File: src/rtl/reg_if_pkg.sv
`default_nettype none
// ---------------------------------------------------------------------------
// reg_if_pkg : shared types for the register-bus adapter.  Rev 1.0
// ---------------------------------------------------------------------------
package reg_if_pkg;

    typedef enum logic [0:0] {
        IDLE = 1'b0,
        RESP = 1'b1
    } reg_if_state_e;

    localparam int AddrLsb = 2;

    // Struct fields are sized for the default bus geometry.
    localparam int BusDw = 32;
    localparam int BusAw = 5;

    typedef struct packed {
        logic               write;
        logic [BusAw-1:0]   addr;
        logic [BusDw-1:0]   wdata;
        logic [BusDw/8-1:0] be;
    } reg_if_req_t;

    typedef struct packed {
        logic [BusDw-1:0] rdata;
        logic             error;
    } reg_if_rsp_t;

endpackage
`default_nettype wire

File: src/rtl/reg_if_decode.sv
`default_nettype none
// ---------------------------------------------------------------------------
// reg_if_decode : word-address decode and request legality check.  Rev 1.0
// ---------------------------------------------------------------------------
module reg_if_decode
    import reg_if_pkg::*;
#(
    parameter int NumRegs = 8,
    parameter int DW      = 32,
    parameter int AW      = 5
) (
    input  logic [AW-1:0]         addr,
    input  logic                  write,
    input  logic [DW/8-1:0]       be,
    output logic [NumRegs-1:0]    sel,
    output logic [AW-AddrLsb-1:0] idx,
    output logic                  error
);

    localparam int IdxW = AW - AddrLsb;

    logic [NumRegs-1:0] hit;

    assign idx = addr[AW-1:AddrLsb];

    // An index with no matching register leaves hit all-zero.
    for (genvar i = 0; i < NumRegs; i++) begin : g_hit
        assign hit[i] = (idx == IdxW'(i));
    end

    assign error = ~(|hit)
                 | (addr[AddrLsb-1:0] != '0)
                 | (write & ~(&be));

    assign sel = error ? '0 : hit;

endmodule
`default_nettype wire

File: src/rtl/reg_if_adapter.sv
`default_nettype none
// ---------------------------------------------------------------------------
// reg_if_adapter : single-outstanding valid/ready front end for a register bank.  Rev 1.0
// ---------------------------------------------------------------------------
module reg_if_adapter
    import reg_if_pkg::*;
#(
    parameter int NumRegs = 8,
    parameter int DW      = BusDw,
    parameter int AW      = BusAw
) (
    input  logic                  clk_i,
    input  logic                  rst_i,
    input  logic                  req_valid_i,
    output logic                  req_ready_o,
    input  logic                  req_write_i,
    input  logic [AW-1:0]         req_addr_i,
    input  logic [DW-1:0]         req_wdata_i,
    input  logic [DW/8-1:0]       req_be_i,
    output logic                  rsp_valid_o,
    input  logic                  rsp_ready_i,
    output logic [DW-1:0]         rsp_rdata_o,
    output logic                  rsp_error_o,
    output logic [NumRegs-1:0]    reg_we_o,
    output logic [NumRegs-1:0]    reg_re_o,
    output logic [DW-1:0]         reg_wdata_o,
    input  logic [NumRegs*DW-1:0] reg_rdata_i
);

    localparam int IdxW = AW - AddrLsb;

    reg_if_state_e      state_q, state_d;
    reg_if_rsp_t        rsp_q, rsp_d;
    logic [NumRegs-1:0] sel, we_q, re_q;
    logic [IdxW-1:0]    idx;
    logic               dec_error;
    logic               accept;
    logic [DW-1:0]      rd_mux;
    logic [DW-1:0]      wdata_q;

    reg_if_decode #(
        .NumRegs (NumRegs),
        .DW      (DW),
        .AW      (AW)
    ) u_decode (
        .addr  (req_addr_i),
        .write (req_write_i),
        .be    (req_be_i),
        .sel   (sel),
        .idx   (idx),
        .error (dec_error)
    );

    always_comb begin
        rd_mux = '0;
        for (int i = 0; i < NumRegs; i++) begin
            if (idx == IdxW'(i)) begin
                rd_mux = reg_rdata_i[i*DW +: DW];
            end
        end
    end

    always_comb begin
        state_d = state_q;
        rsp_d   = rsp_q;
        accept  = 1'b0;
        case (state_q)
            IDLE: begin
                if (req_valid_i) begin
                    accept      = 1'b1;
                    state_d     = RESP;
                    rsp_d.error = dec_error;
                    rsp_d.rdata = (req_write_i || dec_error) ? '0 : rd_mux;
                end
            end
            RESP: begin
                if (rsp_ready_i) begin
                    state_d = IDLE;
                end
            end
            default: state_d = IDLE;
        endcase
    end

    always_ff @(posedge clk_i or posedge rst_i) begin
        if (rst_i) begin
            state_q <= IDLE;
        end else begin
            state_q <= state_d;
        end
    end

    // Pulses are launched only by acceptance, so a stalled response never re-fires them.
    always_ff @(posedge clk_i or posedge rst_i) begin
        if (rst_i) begin
            rsp_q   <= '0;
            we_q    <= '0;
            re_q    <= '0;
            wdata_q <= '0;
        end else begin
            rsp_q <= rsp_d;
            we_q  <= (accept &&  req_write_i) ? sel : '0;
            re_q  <= (accept && !req_write_i) ? sel : '0;
            if (accept && req_write_i && !dec_error) begin
                wdata_q <= req_wdata_i;
            end
        end
    end

    assign req_ready_o = (state_q == IDLE);
    assign rsp_valid_o = (state_q == RESP);
    assign rsp_rdata_o = rsp_q.rdata;
    assign rsp_error_o = rsp_q.error;
    assign reg_we_o    = we_q;
    assign reg_re_o    = re_q;
    assign reg_wdata_o = wdata_q;

endmodule
`default_nettype wire
File: config.mk
export PLATFORM = sky130hd
export DESIGN_NAME = reg_if_adapter
export DESIGN_NICKNAME = d
export VERILOG_FILES = /design/src/rtl/reg_if_pkg.sv /design/src/rtl/reg_if_decode.sv /design/src/rtl/reg_if_adapter.sv
export SDC_FILE = /design/constraint.sdc
export NUM_CORES = 1
export LEC_CHECK = 0
export BUFFER_PORTS_ARGS = -buffer_cell sky130_fd_sc_hd__clkbuf_2
export CORE_AREA = 2 2 151 153
export DETAILED_ROUTE_END_ITERATION = 16
export DIE_AREA = 0 0 153 155
export SETUP_SLACK_MARGIN = 0.05
export SKIP_LAST_GASP = 1
export SLEW_MARGIN = 30
export SYNTH_ARGS = -nofsm -noshare
export SYNTH_HDL_FRONTEND = slang
export SYNTH_SLANG_ARGS = --single-unit
File: constraint.sdc
create_clock -name clk_i -period 3.05 [get_ports clk_i]
set_clock_uncertainty 0.2 [all_clocks]
set_input_delay 0 -clock clk_i [delete_from_list [all_inputs] [get_ports clk_i]]
set_output_delay 0 -clock clk_i [all_outputs]
set_load 0.05 [all_outputs]
==> out/metrics.csv, run 1 <==
stage,metric,value,unit
status,run_status,finished with violations,
status,violations,negative hold slack,
cts,clock_path_buffers,2,
routing,met3_length,1300,um
cts,cts_max_level,3,
logic_synthesis,synth_seq_cells,82,
logic_synthesis,seq_area_frac_synth,39.2,%
hold_path,hold_class,in -> reg,
finish,fin_cells,1298,
logic_synthesis,synth_area_leaders,"dfrtp_1 (39%), mux2i_1 (23%), mux2_4 (7.2%)",
hold_path,hold_start,reg_rdata_i[251],
logic_synthesis,synth_fa_ha_area_share,0,%
power,p_per_area,371,nW/um^2
sta,fmax,0.369,GHz
finish,layout_common_cells,"clkbuf_2 (383), dlygate4sd3_1 (131), mux2i_1 (118)",
worst_setup_path,start_kind,input pin,
placement,hpwl,15800,um
logic_synthesis,synthXorXnorAreaFrac,0,%
global_route,grtUsageTotal,17.9,%
worst_setup_path,r2r_cells,4,
die,pin_count,385,
run,drv_cap,0,
routing,vias,5981,
logic_synthesis,synth_area,5230,um^2
logic_synthesis,syn-instance-count,512,
sta,rsz0062_at_grt,false,
sta,whs,-0.000524,ns
logic_synthesis,syn_area_per_cell,10.2,um^2
power,ir_drop,0.197,mV
cts,path_clk_slew,0.07,ns
logic_synthesis,ys.flop_type,dfrtp_1,
logic_synthesis,syn_nets,814,
die,core,22200,um^2
die,die-area,23700,um^2
sta,slew_headroom,46.2,%
global_route,grt_start_max_net_pins,83,
placement,portBuffers,384,
logic_synthesis,async_reset_ff_share,100,%
worst_setup_path,rr_endpoint,rsp_rdata_o[2],
sta,setup_violations,0,
hold_path,hold_depth,4,
die,die_height,155,um
cts,cts_tree,done,
worst_setup_path,cp.arrival,2.74,ns
placement,place_ws,0.806,ns
logic_synthesis,synthMuxAreaShare,31.9,%
cts,ctsResizeCount,0,
finish,area_growth,72.0,%
worst_setup_path,cp.required,3.08,ns
global_route,antenna_found_initial,0,
routing,drcViolationCount,0,
sta,fin_crit_sh,88.9,%
cts,root_buffer,clkbuf_16,
finish,final_common_cell,clkbuf_2,
logic_synthesis,yosysTopAreaCellShare,39.2,%
routing,routed_via_density,4.61,
placement,dp_cells,1151,
routing,route.met2.wl,11400,um
hold_path,hold_end,rsp_rdata_o[27],
global_route,grt_pass1_vias,6172,
finish,fill_cells,2200,
die,start_util,23.5,%
cts,clkSinkCount,82,
routing,met1_length,8460,um
global_route,grt_pass1_wl,33000,um
sta,setup_ws,0.338,ns
worst_setup_path,r2r_slack,0.42,ns
routing,first_pass_iters,4,
sta,hold_viol,1,
logic_synthesis,synth_simple_gate_area_share,10.2,%
power,finalPower,0.00334,W
worst_setup_path,rr_startpoint,rsp_valid_o,
sta,finalCriticalPeriod,2.71,ns
finish,design_area,8990,um^2
sta,maxSlewViolCount,0,
logic_synthesis,yosysWarnings,0,
logic_synthesis,synthDistinctLibCells,35,
routing,wl,21600,um
cts,cts_setup_buffers,0,
routing,avgRoutedWirePerCell,16.7,um
finish,drive_above_1_share,45.2,%
routing,ant_nets,0,
sta,tightestPinTransition,0.807,ns
global_route,grt_overflow_total,0,
logic_synthesis,synth_edf_count,0,
placement,gp_congestion,0.815,
routing,drtIter0Drc,171,
worst_setup_path,critPathKind,in -> reg,
cts,clk_latency,0.34,ns
sta,setup_tns,0,ns
power,p_leak,4.89,nW
worst_setup_path,worstPathMaxFanout,13,
finish,n_antenna_cell,0,
finish,finalNetCount,1310,
placement,place_area,7400,um^2
die,rows,55,
die,die_w,153,um
worst_setup_path,end_kind,register,
cts,numCtsBuffers,9,
logic_synthesis,synth_top_family_by_area,multiplexers,
logic_synthesis,yosysTopAreaCell,dfrtp_1,
logic_synthesis,synth_compound_area_share,13.8,%
routing,routed.top_layer,met4,
-- per-stage QoR --
step	utilization (%)	hold slack, ns
6_report	40.5	-0.000524
5_1_grt	40.5	0.0387
4_1_cts	40.5	0.000990
3_5_place_dp	33.3	-0.00386
3_3_place_gp	33.3	-0.0139
2_1_floorplan	-	-0.104
-- critical path, cell delays in order --
cell and delay (ns):
dlygate4sd3_1 0.53, clkbuf_2 0.18, buf_4 0.27, buf_4 0.25, o211ai_1 0.11, dlygate4sd3_1 0.58
a32o_1 0.25, dlygate4sd3_1 0.55
-- cells by family after synthesis --
group           after synthesis
compound gates              110
flops                        82
simple gates                119
mux                         153
buf+inv                      48
-- flip-flops by register name, summed over array words and instances, names as in the netlist --
signal / flops
reg_re_o: 8
reg_wdata_o: 32
reg_we_o: 8
rsp_error_o: 1
rsp_rdata_o: 32
rsp_valid_o: 1
-- report_power, final --
part	switching, W	internal [W]
Combinational	0.000593	0.000511
Sequential	0.0000347	0.00115
Clock	0.000490	0.000563
Total	0.00112	0.00222
-- repair_timing --
| item | in CTS | in global routing |
|---|---|---|
| setup endpoints to repair | 0 | 0 |
| hold endpoints to repair | 153 | 0 |
| hold buffers | 131 | 0 |
-- cell usage after synthesis, types with 2 or more instances --
| library cell | count |
|---|---|
| nor3_1 | 9 |
| nand2_1 | 57 |
| a22oi_1 | 27 |
| nor2b_1 | 2 |
| mux2i_1 | 118 |
| a32o_1 | 5 |
| nor2_1 | 34 |
| o311ai_0 | 2 |
| buf_6 | 4 |
| mux2_4 | 25 |
| nand2b_1 | 7 |
| nand4_1 | 3 |
| buf_4 | 7 |
| inv_1 | 4 |
| a21oi_1 | 4 |
| mux2_2 | 10 |
| dfrtp_1 | 82 |
| buf_2 | 14 |
| clkbuf_1 | 18 |
| nand3_1 | 3 |
| o21ai_0 | 32 |
| a31oi_1 | 25 |
| a32oi_1 | 3 |
| o22ai_1 | 6 |
-- how the worst max path moves through the flow --
stage	startpoint	end	depth (start not counted)
finish	req_addr_i[3]	rsp_rdata_o[30]	8
global route	req_addr_i[2]	rsp_rdata_o[6]	8
CTS	req_addr_i[2]	rsp_rdata_o[30]	7
detailed placement	rsp_valid_o	reg_wdata_o[17]	3
global placement	rsp_valid_o	rsp_rdata_o[1]	4
floorplan	rst_i	reg_re_o[0]	1
-- metal layers --
| metal | up-vias | GRT usage (%) |
|---|---|---|
| li1 | 2872 | - |
| met1 | 2802 | 20.2 |
| met2 | 274 | 33.3 |
| met3 | 33 | 4.15 |
| met4 | 0 | 5.38 |
| met5 | - | 0 |
-- final cells by class --
class | count | area [um^2] | area share (%)
clock buffers | 10 | 229 | 2.55
clock inverters | 6 | 51.3 | 0.570
inverters | 4 | 20.0 | 0.223
multi-input cells | 382 | 2940 | 32.7
flip-flops and latches | 82 | 2050 | 22.8
well taps | 285 | 357 | 3.96
repair buffers | 529 | 3340 | 37.2
(Power assumes the default switching activity.)
==> inputs of run 2 (changes only) <==
--- a/config.mk
+++ b/config.mk
@@ -6,12 +6,13 @@
 export NUM_CORES = 1
 export LEC_CHECK = 0
 export BUFFER_PORTS_ARGS = -buffer_cell sky130_fd_sc_hd__clkbuf_2
-export CORE_AREA = 2 2 151 153
+export CORE_AREA = 2 2 148 150
 export DETAILED_ROUTE_END_ITERATION = 16
-export DIE_AREA = 0 0 153 155
+export DIE_AREA = 0 0 150 152
 export SETUP_SLACK_MARGIN = 0.05
 export SKIP_LAST_GASP = 1
 export SLEW_MARGIN = 30
 export SYNTH_ARGS = -nofsm -noshare
 export SYNTH_HDL_FRONTEND = slang
+export SYNTH_HIERARCHICAL = 1
 export SYNTH_SLANG_ARGS = --single-unit
==> out/metrics.csv, run 2 <==
stage,metric,value,unit,change
sta,setup_violations,0,,unchanged
logic_synthesis,syn_area_per_cell,8.69,um^2,-15%
finish,layout_common_cells,"clkbuf_2 (381), dlygate4sd3_1 (114), dfrtp_1 (82)",,
die,start_util,27.7,%,+4.2 points
logic_synthesis,syn_nets,983,,+21%
routing,drtIter0Drc,308,,+80%
cts,clock_path_buffers,2,,unchanged
die,core,21400,um^2,-3.9%
logic_synthesis,synthDistinctLibCells,34,,-2.9%
logic_synthesis,yosysTopAreaCell,dfrtp_1,,
global_route,grt_pass1_vias,6820,,+10%
logic_synthesis,synth_area,5920,um^2,+13%
cts,clkSinkCount,82,,unchanged
worst_setup_path,critPathLaunch,req_be_i[2],,
hold_path,hold_class,in -> reg,,
routing,avgRoutedWirePerCell,16.8,um,+0.93%
placement,gp_congestion,0.863,,+6.0%
worst_setup_path,r2r_cells,6,,+2
worst_setup_path,rr_startpoint,rsp_valid_o,,
sta,whs,0.0239,ns,+0.0244 ns
sta,tightestPinTransition,0.843,ns,+0.0366 ns
die,pin_count,385,,unchanged
worst_setup_path,timing.critical_path.to,rsp_rdata_o[21],,
cts,cts_setup_buffers,0,,unchanged
cts,hold_buffers,114,,-13%
routing,vias,6893,,+15%
placement,hpwl,16700,um,+5.7%
logic_synthesis,synth_area_leaders,"dfrtp_1 (35%), nor2b_1 (6.7%), nor4_1 (6.6%)",,
routing,drcViolationCount,0,,unchanged
die,rows,54,,-1.8%
logic_synthesis,syn-instance-count,681,,+33%
sta,rsz0062_at_grt,false,,
die,die_w,150,um,-2.0%
worst_setup_path,critPathKind,in -> reg,,
sta,fmax,0.398,GHz,+7.9%
cts,cts_max_level,3,,unchanged
worst_setup_path,cp.arrival,2.59,ns,-0.15 ns
sta,hold_viol,0,,-1
status,run_status,"complete, no violations",,
logic_synthesis,ys.flop_type,dfrtp_1,,
finish,post-route-util,44.0,%,+3.5 points
cts,ctsResizeCount,0,,unchanged
cts,numCtsBuffers,9,,unchanged
power,finalPower,0.00388,W,+16%
logic_synthesis,synth_edf_count,0,,unchanged
logic_synthesis,yosysTopAreaCellShare,34.7,%,-4.6 points
sta,slew_headroom,43.8,%,-2.4 points
global_route,grt_overflow_total,0,,unchanged
routing,wl,23800,um,+9.9%
finish,finalNetCount,1429,,+9.1%
power,p_leak,4.44,nW,-9.2%
global_route,grt_pass1_wl,36300,um,+9.9%
sta,fin_crit_sh,82.4,%,-6.5 points
power,ir_drop,0.227,mV,+15%
worst_setup_path,rr_endpoint,rsp_rdata_o[21],,
logic_synthesis,async_reset_ff_share,100,%,unchanged
cts,cts_tree,done,,
finish,area_growth,58.7,%,
global_route,grtUsageTotal,20.3,%,+2.4 points
die,die-area,22800,um^2,-3.9%
cts,path_clk_slew,0.06,ns,about the same
logic_synthesis,synthTopCellsByCount,"dfrtp_1 (82), o21ai_0 (64), nor2b_1 (63), nor4_1 (62), nand2_1 (37)",,
placement,portBuffers,384,,unchanged
worst_setup_path,r2r_slack,0.66,ns,+0.24 ns
cts,root_buffer,clkbuf_16,,
die,die_height,152,um,-1.9%
power,p_per_area,413,nW/um^2,+11%
worst_setup_path,end_kind,register,,
global_route,antenna_found_initial,1,,+1
run,drv_cap,0,,unchanged
logic_synthesis,yosysMostFrequentCell,dfrtp_1,,
sta,setup_tns,0,ns,unchanged
worst_setup_path,worstPathMaxFanout,16,,+3
worst_setup_path,cp.required,3.13,ns,+0.05 ns
routing,routed_via_density,4.88,,+5.9%
sta,maxSlewViolCount,0,,unchanged
logic_synthesis,synth_seq_cells,82,,unchanged
finish,final_common_cell,clkbuf_2,,
global_route,grt_start_max_net_pins,162,,+95%
worst_setup_path,start_kind,input pin,,
logic_synthesis,yosysWarnings,6,,+6
sta,finalCriticalPeriod,2.51,ns,-0.198 ns
routing,ant_nets,0,,unchanged
cts,clk_latency,0.34,ns,about the same
routing,first_pass_iters,4,,unchanged
finish,drive_above_1_share,37.6,%,-7.6 points
logic_synthesis,seq_area_frac_synth,34.7,%,-4.6 points
-- run 2: report_power, final --
part	leakage, nW	switching, W	total, W	internal (W)
Sequential	1.09	0.0000730	0.00129	0.00122
Clock	0.136	0.000481	0.00112	0.000641
Combinational	3.21	0.000937	0.00147	0.000529
-- run 2: through the flow --
step / instances / cell area, um^2 / setup WS (ns)
4_1_cts: 1412 / 9390 / 0.587
2_1_floorplan: 681 / 5920 / 0.742
3_5_place_dp: 1282 / 7960 / 1.03
6_report: 1413 / 9400 / 0.536
5_1_grt: 1413 / 9400 / 0.433
3_3_place_gp: 1282 / 7960 / 1.07
-- run 2: kinds of logic after synthesis --
| group | share of synthesized area [%] |
|---|---|
| muxes | 6.66 |
| buffers and inverters | 7.16 |
| and+or+nand+nor | 34.6 |
| AOI/OAI and AO/OA | 16.9 |
| DFF | 34.7 |
-- run 2: cell type report --
type | instances | area (um^2)
diodes | 1 | 2.50
well taps | 280 | 350
multi-input cells | 519 | 3450
clock inverters | 5 | 62.6
repair buffers | 513 | 3230
inverters | 2 | 8.76
fillers | 2144 | 12000
clock buffers | 11 | 233
flip-flops and latches | 82 | 2050
-- run 2: worst min-delay path by stage --
stage / depth (start not counted) / from / endpoint / slack [ns]
2_1_floorplan: 1 / rsp_ready_i / rsp_valid_o / -0.10
3_3_place_gp: 2 / rst_i / rsp_rdata_o[12] / -0.04
3_5_place_dp: 2 / rst_i / rsp_rdata_o[12] / -0.04
4_1_cts: 4 / req_valid_i / reg_we_o[4] / 0.003
5_1_grt: 4 / req_valid_i / reg_we_o[7] / 0.05
6_report: 4 / req_valid_i / reg_we_o[4] / 0.02
-- run 2: critical path, stage by stage --
cell           delay, ns
dlygate4sd3_1       0.53
clkbuf_2            0.11
nand4_2             0.21
a211o_1             0.42
nor3_4              0.19
buf_4               0.26
o21ai_0             0.16
o21ai_1             0.15
dlygate4sd3_1       0.55
-- run 2: layer usage --
metal | wire (um) | global-route usage [%] | share of wire, % | vias to the layer above
li1 | - | - | - | 3385
met2 | 11800 | 35.3 | 49 | 280
met3 | 1790 | 4.83 | 7.5 | 31
met5 | 0 | 0 | 0 | -
met1 | 9630 | 24.4 | 41 | 3197
met4 | 588 | 6.56 | 2.5 | 0
